<file path="src/rtl/frogger_level_tracker_pkg.sv">
// Shared types and widths for the Frogger level/lives tracker.
package frogger_level_tracker_pkg;

  localparam int LEVEL_W = 7;
  localparam int LIVES_W = 2;

  typedef enum logic [2:0] {
    ST_IDLE      = 3'd0,
    ST_PLAY      = 3'd1,
    ST_LEVEL_UP  = 3'd2,
    ST_DEAD      = 3'd3,
    ST_GAME_OVER = 3'd4
  } state_t;

  // Level increment that sticks at the display limit instead of wrapping.
  function automatic logic [LEVEL_W-1:0] sat_inc(input logic [LEVEL_W-1:0] level,
                                                 input logic [LEVEL_W-1:0] max_level);
    return (level >= max_level) ? level : level + LEVEL_W'(1);
  endfunction

endpackage

</file>
<file path="src/rtl/frogger_level_tracker_if.sv">
// Event inputs and game-progress outputs of the level tracker.
interface frogger_level_tracker_if;
  import frogger_level_tracker_pkg::*;

  logic               start;
  logic               frog_home;
  logic               frog_hit;
  logic [LEVEL_W-1:0] level;
  logic [LIVES_W-1:0] lives;
  logic               playing;
  logic               level_up;
  logic               respawn;
  logic               game_over;

  modport master (
    output start, frog_home, frog_hit,
    input  level, lives, playing, level_up, respawn, game_over
  );

  modport slave (
    input  start, frog_home, frog_hit,
    output level, lives, playing, level_up, respawn, game_over
  );

endinterface

</file>
<file path="src/rtl/frogger_level_tracker_rise_edge_detect.sv">
// Rising-edge detector; the event is combinational so the FSM sees it on the first high cycle.
module rise_edge_detect (
  input  logic clk,
  input  logic rst_n,
  input  logic sig,
  output logic rise
);

  logic prev;

  always_ff @(posedge clk or negedge rst_n) begin
    if (!rst_n) prev <= 1'b0;
    else        prev <= sig;
  end

  assign rise = sig & ~prev;

endmodule

</file>
<file path="src/rtl/frogger_level_tracker.sv">
// Round FSM owning level, lives and the post-event hold; all outputs are registered.
module frogger_level_tracker
  import frogger_level_tracker_pkg::*;
#(
  parameter int MAX_LEVEL   = 99,
  parameter int START_LIVES = 3,
  parameter int HOLD_CYCLES = 25_000_000
) (
  input logic                    clk,
  input logic                    rst_n,
  frogger_level_tracker_if.slave bus
);

  localparam int CNT_W = (HOLD_CYCLES > 1) ? $clog2(HOLD_CYCLES) : 1;
  localparam logic [CNT_W-1:0]   HOLD_LAST = CNT_W'(HOLD_CYCLES - 1);
  localparam logic [LEVEL_W-1:0] LEVEL_MAX = LEVEL_W'(MAX_LEVEL);
  localparam logic [LIVES_W-1:0] LIVES_FULL = LIVES_W'(START_LIVES);

  state_t             state;
  logic [CNT_W-1:0]   hold_cnt;
  logic [LEVEL_W-1:0] level_q;
  logic [LIVES_W-1:0] lives_q;
  logic               playing_q;
  logic               level_up_q;
  logic               respawn_q;
  logic               game_over_q;
  logic               start_ev;
  logic               home_ev;
  logic               hit_ev;

  rise_edge_detect u_start_edge (.clk(clk), .rst_n(rst_n), .sig(bus.start),     .rise(start_ev));
  rise_edge_detect u_home_edge  (.clk(clk), .rst_n(rst_n), .sig(bus.frog_home), .rise(home_ev));
  rise_edge_detect u_hit_edge   (.clk(clk), .rst_n(rst_n), .sig(bus.frog_hit),  .rise(hit_ev));

  always_ff @(posedge clk or negedge rst_n) begin
    if (!rst_n) begin
      state       <= ST_IDLE;
      hold_cnt    <= '0;
      level_q     <= '0;
      lives_q     <= '0;
      playing_q   <= 1'b0;
      level_up_q  <= 1'b0;
      respawn_q   <= 1'b0;
      game_over_q <= 1'b0;
    end else begin
      level_up_q <= 1'b0;
      respawn_q  <= 1'b0;
      case (state)
        // GAME_OVER keeps level/lives on the display until a restart.
        ST_IDLE, ST_GAME_OVER: begin
          if (start_ev) begin
            state       <= ST_PLAY;
            level_q     <= LEVEL_W'(1);
            lives_q     <= LIVES_FULL;
            playing_q   <= 1'b1;
            respawn_q   <= 1'b1;
            game_over_q <= 1'b0;
          end
        end
        ST_PLAY: begin
          if (home_ev) begin
            state      <= ST_LEVEL_UP;
            level_q    <= sat_inc(level_q, LEVEL_MAX);
            level_up_q <= 1'b1;
            playing_q  <= 1'b0;
            hold_cnt   <= '0;
          end else if (hit_ev) begin
            playing_q <= 1'b0;
            hold_cnt  <= '0;
            if (lives_q == LIVES_W'(1)) begin
              state       <= ST_GAME_OVER;
              lives_q     <= '0;
              game_over_q <= 1'b1;
            end else begin
              state   <= ST_DEAD;
              lives_q <= lives_q - LIVES_W'(1);
            end
          end
        end
        ST_LEVEL_UP, ST_DEAD: begin
          if (hold_cnt == HOLD_LAST) begin
            state     <= ST_PLAY;
            hold_cnt  <= '0;
            playing_q <= 1'b1;
            respawn_q <= 1'b1;
          end else begin
            hold_cnt <= hold_cnt + CNT_W'(1);
          end
        end
        default: state <= ST_IDLE;
      endcase
    end
  end

  assign bus.level     = level_q;
  assign bus.lives     = lives_q;
  assign bus.playing   = playing_q;
  assign bus.level_up  = level_up_q;
  assign bus.respawn   = respawn_q;
  assign bus.game_over = game_over_q;

endmodule

</file>
<file path="src/flat_wrapper.sv">
// flat-port wrapper written by rule: the top's interface ports become plain ports
module frogger_level_tracker_flat import frogger_level_tracker_pkg::*;
#(
  parameter int MAX_LEVEL   = 99,
  parameter int START_LIVES = 3,
  parameter int HOLD_CYCLES = 25_000_000
)
  (clk, rst_n, bus_start, bus_frog_home, bus_frog_hit, bus_level, bus_lives, bus_playing, bus_level_up, bus_respawn, bus_game_over);
  frogger_level_tracker_if bus_i ();
  input logic clk;
  input logic rst_n;
  input wire logic [$bits(bus_i.start)-1:0] bus_start;
  input wire logic [$bits(bus_i.frog_home)-1:0] bus_frog_home;
  input wire logic [$bits(bus_i.frog_hit)-1:0] bus_frog_hit;
  output wire logic [$bits(bus_i.level)-1:0] bus_level;
  output wire logic [$bits(bus_i.lives)-1:0] bus_lives;
  output wire logic [$bits(bus_i.playing)-1:0] bus_playing;
  output wire logic [$bits(bus_i.level_up)-1:0] bus_level_up;
  output wire logic [$bits(bus_i.respawn)-1:0] bus_respawn;
  output wire logic [$bits(bus_i.game_over)-1:0] bus_game_over;
  assign bus_i.start = bus_start;
  assign bus_i.frog_home = bus_frog_home;
  assign bus_i.frog_hit = bus_frog_hit;
  assign bus_level = bus_i.level;
  assign bus_lives = bus_i.lives;
  assign bus_playing = bus_i.playing;
  assign bus_level_up = bus_i.level_up;
  assign bus_respawn = bus_i.respawn;
  assign bus_game_over = bus_i.game_over;
  frogger_level_tracker #(.MAX_LEVEL(MAX_LEVEL), .START_LIVES(START_LIVES), .HOLD_CYCLES(HOLD_CYCLES)) u_core (.clk(clk), .rst_n(rst_n), .bus(bus_i));
endmodule
</file>
<file path="config.mk">
export PLATFORM = sky130hd
export DESIGN_NAME = frogger_level_tracker_flat
export DESIGN_NICKNAME = d
export VERILOG_FILES = /design/src/rtl/frogger_level_tracker_pkg.sv /design/src/rtl/frogger_level_tracker_if.sv /design/src/rtl/frogger_level_tracker_rise_edge_detect.sv /design/src/rtl/frogger_level_tracker.sv /design/src/flat_wrapper.sv
export SDC_FILE = /design/constraint.sdc
export NUM_CORES = 1
export LEC_CHECK = 0
export BUFFER_PORTS_ARGS = -buffer_cell sky130_fd_sc_hd__buf_2
export CORE_MARGIN = 1.5
export CORE_UTILIZATION = 59
export DETAILED_ROUTE_END_ITERATION = 16
export GPL_TIMING_DRIVEN = 0
export PLACE_DENSITY = 0.84
export RECOVER_POWER = 25
export SLEW_MARGIN = 30
export SYNTH_ARGS = -nofsm -noshare
export SYNTH_HDL_FRONTEND = slang
export SYNTH_HIERARCHICAL = 1
export SYNTH_SLANG_ARGS = --single-unit
</file>
<file path="constraint.sdc">
create_clock -name clk -period 2.7 [get_ports clk]
set_input_delay 0.135 -clock clk [delete_from_list [all_inputs] [get_ports clk]]
set_output_delay 0.135 -clock clk [all_outputs]
set_load 0.01 [all_outputs]
</file>
==> flow_summary.toml, run 1 <==
[place]
dpl.hpwl_mm = 3.64
portBuffers = 17
gp_congestion = 0.874
dp_slack_ps = -7.39

[critical_path]
cpPeakStageDelay_ps = 570
critical_path_arrival_ps = 2760
cp_top_family = "simple AND/OR/NAND/NOR gates"
cp_data_required_time_ps = 2840
crit_top_cell = "buf_6"
critPathKind = "flip-flop to flip-flop"
cp.buffers_inverters = 2
reg2reg_slack_ps = 80
cp-end-kind = "flip-flop"
path_max_fanout = 10
start_kind = "flip-flop"
worstPathCellList = "or4_1 > or4_4 > o41a_1 > buf_6 > buf_6 > o21ai_0 > a31oi_1"
crit_slowest_cell = "or4_4"

[drt]
wl_mm = 5.42
vias = 2085
postRouteAntennaNets = 0
first_iter_violations = 208
dr.pass1.iters = 4
route.detailed.drc = 0
vias_per_cell = 6.08
wl_per_cell_um = 15.8

[global_route]
grt_pass1_vias = 1927
grt_pass1_wl_mm = 9.02
antenna_found_initial = 0
grtUsageTotal_pct = 26.7
grt_max_degree = 45
grt-ovfl-total = 0

[clock_network]
clk_latency_ps = 300
h-tree-depth = 2
cts.path.max_buffers = 2
cts_tree = "built"
clockRootBuffer = "clkbuf_8"
path_clk_slew_ps = 80
cts_sinks = 44
cts_made_buffers = 5

[synthesis]
yosysWarnings = 6
synth_cells = 260
synth_edf_count = 0
synthTopCellsByArea = "dfrtp_1, o21ai_0, nand2_1, a21oi_1, a31oi_1"
synth.top_cell.area_share_pct = 45.8
synth_ff_type = "dfrtp_1"
synth_cell_types = 48
synth_top_cell_by_area = "dfrtp_1"
netlist_area_um2 = 2400
seq_area_frac_synth_pct = 45.8
async_reset_ff_share_pct = 100
synth.avg_cell_area_um2 = 9.24
synth_fp_nets = 268
synth_seq_cells = 44

[finish]
insertedDiodeCount = 0
drive_gt1_share_pct = 15.4
syn_to_final_growth_pct = 13.9
final_common_cell = "dfrtp_1"
layout_common_cells = "dfrtp_1, o21ai_0, nand2_1"
nets = 300
fillers = 316

[timing]
hold_viol_final = 0
period_share_pct = 96.9
fin_crit_ps = 2620
fin_ws_ps = 82.9
worst_slew_pin_slew_ps = 1060
slew_headroom_pct = 29.0
max_freq_mhz = 382
maxSlewViolCount = 0
fin_worst_skew_ps = 11.2
setup_viol = 0

[floorplan]
die-area_um2 = 4460
die_h_um = 66.8
core-area_um2 = 3940
die_w_um = 66.8
row_count = 23
initial_core_util_pct = 60.9
ioPinCount = 18

[run]
maxCapViolCount = 0

[power]
powerDensity_nw_per_um2 = 434
p_leak_nw = 1.21
peakVddDrop_v = 0.000323
total_power_mw = 1.19

[hold_path]
hold_path.class = "flip-flop to flip-flop"

[outcome]
outcome = "finished clean"
registers in the layout (all words and copies together) (netlist names):
signal,cells
u_core/hold_cnt,25
u_core/bus.level,7
u_core/state,3
u_core/bus.lives,2
u_core/bus.game_over,1
u_core/bus.level_up,1
u_core/bus.playing,1
u_core/bus.respawn,1
u_core/u_hit_edge/prev,1
u_core/u_home_edge/prev,1
u_core/u_start_edge/prev,1
through the flow:
stage / hold WS (ps) / utilization [%] / TNS [ps] / instances / cell area (µm²)
final: 486 / 69.4 / 0 / 343 / 2740
after global routing: 509 / 69.4 / -1.86 / 343 / 2740
after CTS: 15.9 / 68.3 / 0 / 338 / 2690
after detailed placement: 260 / 64.7 / -13.2 / 327 / 2550
after global placement: 259 / 64.7 / 0 / 327 / 2550
after floorplan: -161 / - / 0 / 260 / 2400
layer usage:
layer  vias up  GRT usage, %  share of wire [%]
met2        58          45.8                 51
met3        10          4.56                3.9
li1       1019             -                  -
met4         0          10.5                1.7
met5         -             0                  0
met1       998          33.6                 43
report_power, final:
part,leakage [nW],switching [mW],internal [mW]
sequential,0.530,0.00189,0.661
combinational,0.622,0.0195,0.0109
clock,0.0541,0.222,0.274
total,1.21,0.243,0.945
synth_stat cells, types with 4 or more instances:
master / count
dfrtp_1: 44
o21ai_0: 25
nand2_1: 24
a21oi_1: 17
nor2_1: 17
a31oi_1: 13
nand3_1: 13
inv_1: 11
clkbuf_1: 7
nand4_1: 6
nor4_1: 6
nor3_1: 5
o21a_1: 4
what timing repair did:
action                                 in CTS  in global routing
buffers inserted                            0                  4
setup endpoints to repair                   2                  9
gates resized for setup                     1                  1
pin swaps                                   0                  1
hold buffers                                3                  1
endpoints found under the hold margin       3                 44
cells by family (layout without fill, tap and decap cells):
| group | count (synthesis) | in the layout | share of synthesized area [%] |
|---|---|---|---|
| and+or+nand+nor | 104 | 104 | 24.1 |
| buffers and inverters | 22 | 55 | 4.43 |
| adders and majority gates | 3 | 3 | 1.56 |
| xor gates and xnor gates | 6 | 6 | 2.19 |
| AOI/OAI and AO/OA | 81 | 81 | 21.9 |
| DFF | 44 | 44 | 45.8 |
cell type report:
| class | instances | area [µm²] | area share (%) |
|---|---|---|---|
| multi-input combinational | 194 | 1200 | 43.9 |
| inverter | 11 | 41.3 | 1.51 |
| clock buffer | 5 | 68.8 | 2.52 |
| tap | 50 | 62.6 | 2.29 |
| clock inverter | 3 | 42.5 | 1.56 |
| timing repair buffer | 25 | 151 | 5.54 |
| sequential | 44 | 1100 | 40.3 |
| buffer | 11 | 67.6 | 2.47 |
path summary, 6_finish.rpt:
kind                                      from             endpoint  cells past startpoint
min                        u_core/hold_cnt[14]  u_core/hold_cnt[14]                      1
max in group asynchronous                rst_n  u_core/hold_cnt[23]                      2
max                         u_core/hold_cnt[8]  u_core/hold_cnt[15]                      7
max reg2reg                 u_core/hold_cnt[8]  u_core/hold_cnt[15]                      7
min reg2reg                u_core/hold_cnt[14]  u_core/hold_cnt[14]                      1
min in group asynchronous                rst_n  u_core/bus.level[0]                      2
Note: power is estimated with default switching activity, not from simulation.
==> inputs of run 2 (changes only) <==
BUFFER_PORTS_ARGS = unset   (was -buffer_cell sky130_fd_sc_hd__buf_2)
CORE_UTILIZATION = 63   (was 59)
DONT_BUFFER_PORTS = 1   (was unset)
PLACE_DENSITY = 0.85   (was 0.84)
SLEW_MARGIN = unset   (was 30)
==> run 2 against run 1 <==
Net effect:
- the flow now finishes with violations (capacitance limit, slew limit)
- clock skew down 6.0 ps
- combinational power shrank 3%
- global-route usage up 1.6 points
- fmax grew 0.77%
- die area decreased by 6.1%
- sequential power hardly changed
- flip-flop and latch count did not move
- utilization grew 3.1 points
- cell area decreased by 3.0%
- critical path type unchanged
==> flow_summary.toml, run 2 (synthesized netlist as in run 1, its figures left out) <==
[finish]
insertedDiodeCount = 0
largest_reg_flops = 25
layout_common_cells = "dfrtp_1, o21ai_0, nand2_1"
final_common_cell = "dfrtp_1"
largest_register = "u_core/hold_cnt"
fillers = 280
nets = 283
drive_gt1_share_pct = 10.5
syn_to_final_growth_pct = 10.4

[clock_network]
h-tree-depth = 2
clockRootBuffer = "clkbuf_8"
cts_tree = "built"
cts.path.max_buffers = 2
path_clk_slew_ps = 80
cts_made_buffers = 5
clk_latency_ps = 300
cts_sinks = 44

[critical_path]
critPathKind = "flip-flop to flip-flop"
path_max_fanout = 10
cp-end-kind = "flip-flop"
start_kind = "flip-flop"
cp_data_required_time_ps = 2850
critical_path_arrival_ps = 2750

[timing]
rsz0062_at_grt = "false"
setup_viol = 0
period_share_pct = 96.2
maxSlewViolCount = 45
worst_slew_pin_slew_ps = 1890
setup-tns-final_ps = 0
fin_ws_ps = 103
hold_viol_final = 0
max_freq_mhz = 385
fin_crit_ps = 2600
slew_headroom_pct = -26.0
fin_worst_skew_ps = 5.23

[power]
peakVddDrop_v = 0.000397
swShare_pct = 20.1
p_clk_share_pct = 41.5
seqPwrFrac_pct = 56.0
powerDensity_nw_per_um2 = 446
internal_power_mw = 0.946
p_leak_nw = 1.14
pwr-share-comb_pct = 2.5
p_switching_mw = 0.237

[floorplan]
die-area_um2 = 4190
die_h_um = 64.8
initial_core_util_pct = 65.6
row_count = 22
core-area_um2 = 3660
ioPinCount = 18
die_w_um = 64.8

[drt]
route.detailed.drc = 0
postRouteAntennaNets = 0
dr.pass1.iters = 5
wl_per_cell_um = 16.2
vias = 2033
vias_per_cell = 6.27
first_iter_violations = 169
wl_mm = 5.24

[global_route]
grt_max_degree = 45
antenna_found_initial = 0
grtUsageTotal_pct = 28.3
grt_pass1_vias = 2013
grt_pass1_wl_mm = 9.07
grt-ovfl-total = 0

[place]
dpl.hpwl_mm = 3.56
portBuffers = 0
gp_congestion = 0.924
dp_slack_ps = 16.3

[outcome]
outcome = "finished, violations left"
violations = "capacitance limit, slew limit"

[hold_path]
hold_path.class = "input port to flip-flop"

[run]
maxCapViolCount = 1
-- run 2: cell count changes in the layout (fill, tap and decap cells not counted) --
cell            before  now
buf_2               13    0
dlymetal6s4s_1       0    1
buf_4                5    3
clkinvlp_4           1    0
clkbuf_4             0    1
clkbuf_2             1    0
clkbuf_1            10    8
-- run 2: worst paths after layout --
check	cells after the start	to	start	slack [ps]
worst min register to register	1	u_core/hold_cnt[14]	u_core/hold_cnt[14]	490
worst max-delay path	7	u_core/hold_cnt[11]	u_core/hold_cnt[7]	100
min in group asynchronous	2	u_core/u_home_edge/prev	rst_n	1010
max in group asynchronous	2	u_core/hold_cnt[16]	rst_n	600
worst max register to register	7	u_core/hold_cnt[11]	u_core/hold_cnt[7]	100
worst min-delay path	3	u_core/bus.game_over	bus_frog_hit	130
-- run 2: per-stage QoR --
stage | power, mW | std cells | hold WS, ps | cell area, µm² | util, %
floorplan | 0.685 | 260 | -161 | 2400 | -
global placement | 0.687 | 308 | -159 | 2460 | 67.3
detailed placement | 0.687 | 308 | -159 | 2460 | 67.3
CTS | 1.21 | 321 | 120 | 2640 | 72.0
global route | 1.23 | 324 | 137 | 2650 | 72.5
finish | 1.18 | 324 | 129 | 2650 | 72.5
-- run 2: final cells by class --
| cell class | count | area (µm²) | area share [%] |
|---|---|---|---|
| buffer | 11 | 67.6 | 2.55 |
| clock inverter | 2 | 35.0 | 1.32 |
| inverter | 11 | 41.3 | 1.56 |
| multi-input combinational | 194 | 1200 | 45.2 |
| tap | 48 | 60.1 | 2.26 |
| clock buffer | 6 | 72.6 | 2.74 |
| sequential | 44 | 1100 | 41.5 |
| timing repair buffer | 8 | 75.1 | 2.83 |
-- run 2: routing by layer --
| layer | up-vias | part of all wire (%) | track usage (%) |
|---|---|---|---|
| met5 | - | 0 | 0 |
| met4 | 0 | 2.2 | 12.8 |
| met3 | 14 | 5.7 | 7.29 |
| met2 | 73 | 51 | 48.3 |
| met1 | 954 | 41 | 33.5 |
| li1 | 992 | - | - |
-- run 2: power groups by stage --
stage | Sequential [mW] | Clock (mW) | Combinational, mW
5_1_grt | 0.663 | 0.533 | 0.0338
3_3_place_gp | 0.676 | 0 | 0.0109
3_5_place_dp | 0.676 | 0 | 0.0112
4_1_cts | 0.662 | 0.509 | 0.0342
6_report | 0.662 | 0.491 | 0.0295
2_1_floorplan | 0.676 | 0 | 0.00940
-- run 2: worst max-delay path, stage by stage (launching register included) --
cell     delay [ps]
dfrtp_1         430
or4_1           560
or4_4           560
o41a_1          430
buf_6           150
buf_6           140
o21ai_0          80
a31oi_1         110
-- run 2: repair_timing --
item	4_1_cts	5_1_grt
setup buffers	0	3
gates resized for setup	0	2
hold buffers	5	0
endpoints found under the setup margin	0	13
endpoints found under the hold margin	47	0
==> inputs of run 3 (changes only) <==
SYNTH_HIERARCHICAL = unset   (was 1)
==> run 3 against run 2 <==
Net effect:
- the run still ends with capacitance limit, slew limit left
- cell count down 6.2%
- synthesized cell count down 6.5%
- sequential power up 0.8%
- combinational power down 2%
- global-route usage down 3.7 points
- worst setup slack better by 340 ps
- count of clock-buffer cells in the layout down 1
- sequential share of layout area up 0.28 points
- clock power up 6.5%
- cell area down 0.66%
- critical path type unchanged
- largest cell class unchanged
- largest power group unchanged
==> flow_summary.toml, run 3 <==
[power]
peakVddDrop_v = 0.000384
powerDensity_nw_per_um2 = 463
p_leak_nw = 1.16

[synthesis]
synth_common_cells = "dfrtp_1, nand2_1, o21ai_0"
synth_cells = 243
synth_top_cell_by_area = "dfrtp_1"
synth_ff_type = "dfrtp_1"
synth_fp_nets = 251
seq_area_frac_synth_pct = 45.7
synth.top_cell.area_share_pct = 45.7
async_reset_ff_share_pct = 100
synth_edf_count = 0
synth.avg_cell_area_um2 = 9.91
synth.most_common_cell = "dfrtp_1"
yosysWarnings = 0
synthTopCellsByArea = "dfrtp_1, o21ai_0, nand2_1, nor2_4, xor2_1"
netlist_area_um2 = 2410
synth_seq_cells = 44
synth_cell_types = 46

[timing]
maxSlewViolCount = 45
setup_viol = 0
period_share_pct = 83.5
fin_worst_skew_ps = 7.89
worst_slew_pin_slew_ps = 1880
fin_ws_ps = 445
hold_viol_final = 0
max_freq_mhz = 443
setup-tns-final_ps = 0
rsz0062_at_grt = "false"
fin_crit_ps = 2260
slew_headroom_pct = -25.3

[critical_path]
path_max_fanout = 6
start_kind = "flip-flop"
reg2reg_slack_ps = 440
critical_path_arrival_ps = 2480
critPathKind = "flip-flop to flip-flop"
cp-end-kind = "flip-flop"
cp_data_required_time_ps = 2930

[drt]
wl_per_cell_um = 15.7
route.detailed.drc = 0
dr.pass1.iters = 4
vias = 1884
postRouteAntennaNets = 0
vias_per_cell = 6.20
first_iter_violations = 96
wl_mm = 4.76

[floorplan]
die_w_um = 64.8
ioPinCount = 18
core-area_um2 = 3660
die-area_um2 = 4200
row_count = 22
die_h_um = 64.8
initial_core_util_pct = 65.8

[clock_network]
clk_latency_ps = 300
cts_sinks = 44
h-tree-depth = 2
cts_post_setup_buffers_inserted = 0
cts_made_buffers = 5
cts_tree = "built"
path_clk_slew_ps = 90
cts.path.max_buffers = 2
clockRootBuffer = "clkbuf_8"

[finish]
largest_reg_flops = 25
seq_area_um2 = 1100
final_common_cell = "dfrtp_1"
fillers = 267
insertedDiodeCount = 0
syn_to_final_growth_pct = 9.46
layout_common_cells = "dfrtp_1, nand2_1, o21ai_0"
multi_input_area_um2 = 1220
nets = 263
largest_register = "u_core.hold_cnt"
drive_gt1_share_pct = 13.3

[place]
dpl.hpwl_mm = 3.22
portBuffers = 0
gp_congestion = 0.809
dp_slack_ps = 445

[outcome]
violations = "capacitance limit, slew limit"
outcome = "finished, violations left"

[global_route]
grtUsageTotal_pct = 24.6
grt_pass1_vias = 1699
antenna_found_initial = 0
grt_pass1_wl_mm = 7.86
grt_max_degree = 45
grt-ovfl-total = 0

[run]
maxCapViolCount = 1

[hold_path]
hold_path.class = "input port to flip-flop"
==> run 3: changes by cell type after synthesis, moves of 4 or more <==
cell	change
nor2b_1	+4
mux2i_1	+4
a31oi_1	-8
a21oi_1	-9
xor2_1	+4
a21o_1	+5
nor2_4	+7
clkbuf_1	-7
inv_1	-4
==> run 3: final cells by class <==
type | instances | area share (%)
multi-input combinational | 185 | 46.3
clock buffer | 5 | 2.61
inverter | 7 | 0.997
clock inverter | 3 | 1.76
buffer | 7 | 2.23
tap | 48 | 2.28
timing repair buffer | 5 | 1.99
sequential | 44 | 41.8
==> run 3: report_power, final <==
group,total [mW],leakage [nW],switching (mW),internal [mW]
registers,0.667,0.568,0.00448,0.663
clock network,0.523,0.0548,0.244,0.279
logic,0.0290,0.533,0.0194,0.00959
total,1.22,1.16,0.268,0.951
==> run 3: cell families (layout without fill, tap and decap cells) <==
group	after synthesis	after routing	synth area share (%)
simple gates	109	109	27.5
compound gates	59	59	16.2
flops	44	44	45.7
buf+inv	14	27	3.53
xor+xnor	9	9	3.27
mux	5	5	2.13
fa+ha+maj	3	3	1.56
==> run 3: critical path: stages, from the launching register on <==
cell and delay [ps]:
dfrtp_1 470, ha_1 270, nor4_1 280, nand2_1 80, a311oi_1 540, mux2_2 400
mux2i_1 140
==> run 3: metal layers <==
layer	wire length [µm]	vias to the layer above	track usage, %
met5	0	-	0
met3	248	8	7.81
met4	59	0	6.91
met2	2360	51	40.1
met1	2100	907	31.7
li1	-	918	-
==> run 3: through the flow <==
stage                     area, µm²  hold slack [ps]  util, %  power [mW]  cells
after floorplan                2410             -161        -       0.689    243
after global placement         2470             -159     67.4       0.691    291
after detailed placement       2470             -159     67.4       0.692    291
after CTS                      2650              172     72.4        1.23    304
after global routing           2640              181     72.0        1.26    304
final                          2640              172     72.0        1.22    304
==> run 3: worst paths after layout <==
path	endpoint	start	depth (start not counted)
setup / recovery	u_core.bus.level[2]	u_core.bus.level[0]	6
hold / removal	u_core.bus.level_up	bus_frog_home	3
setup reg to reg	u_core.bus.level[2]	u_core.bus.level[0]	6
hold reg to reg	u_core.hold_cnt[0]	u_core.hold_cnt[0]	1
max in group asynchronous	u_core.bus.lives[0]	rst_n	2
min in group asynchronous	u_core.hold_cnt[4]	rst_n	2
==> run 3: what timing repair did <==
item | 4_1_cts | 5_1_grt
hold buffers | 5 | 0
endpoints found under the hold margin | 47 | 0
gates resized for setup | 0 | 0
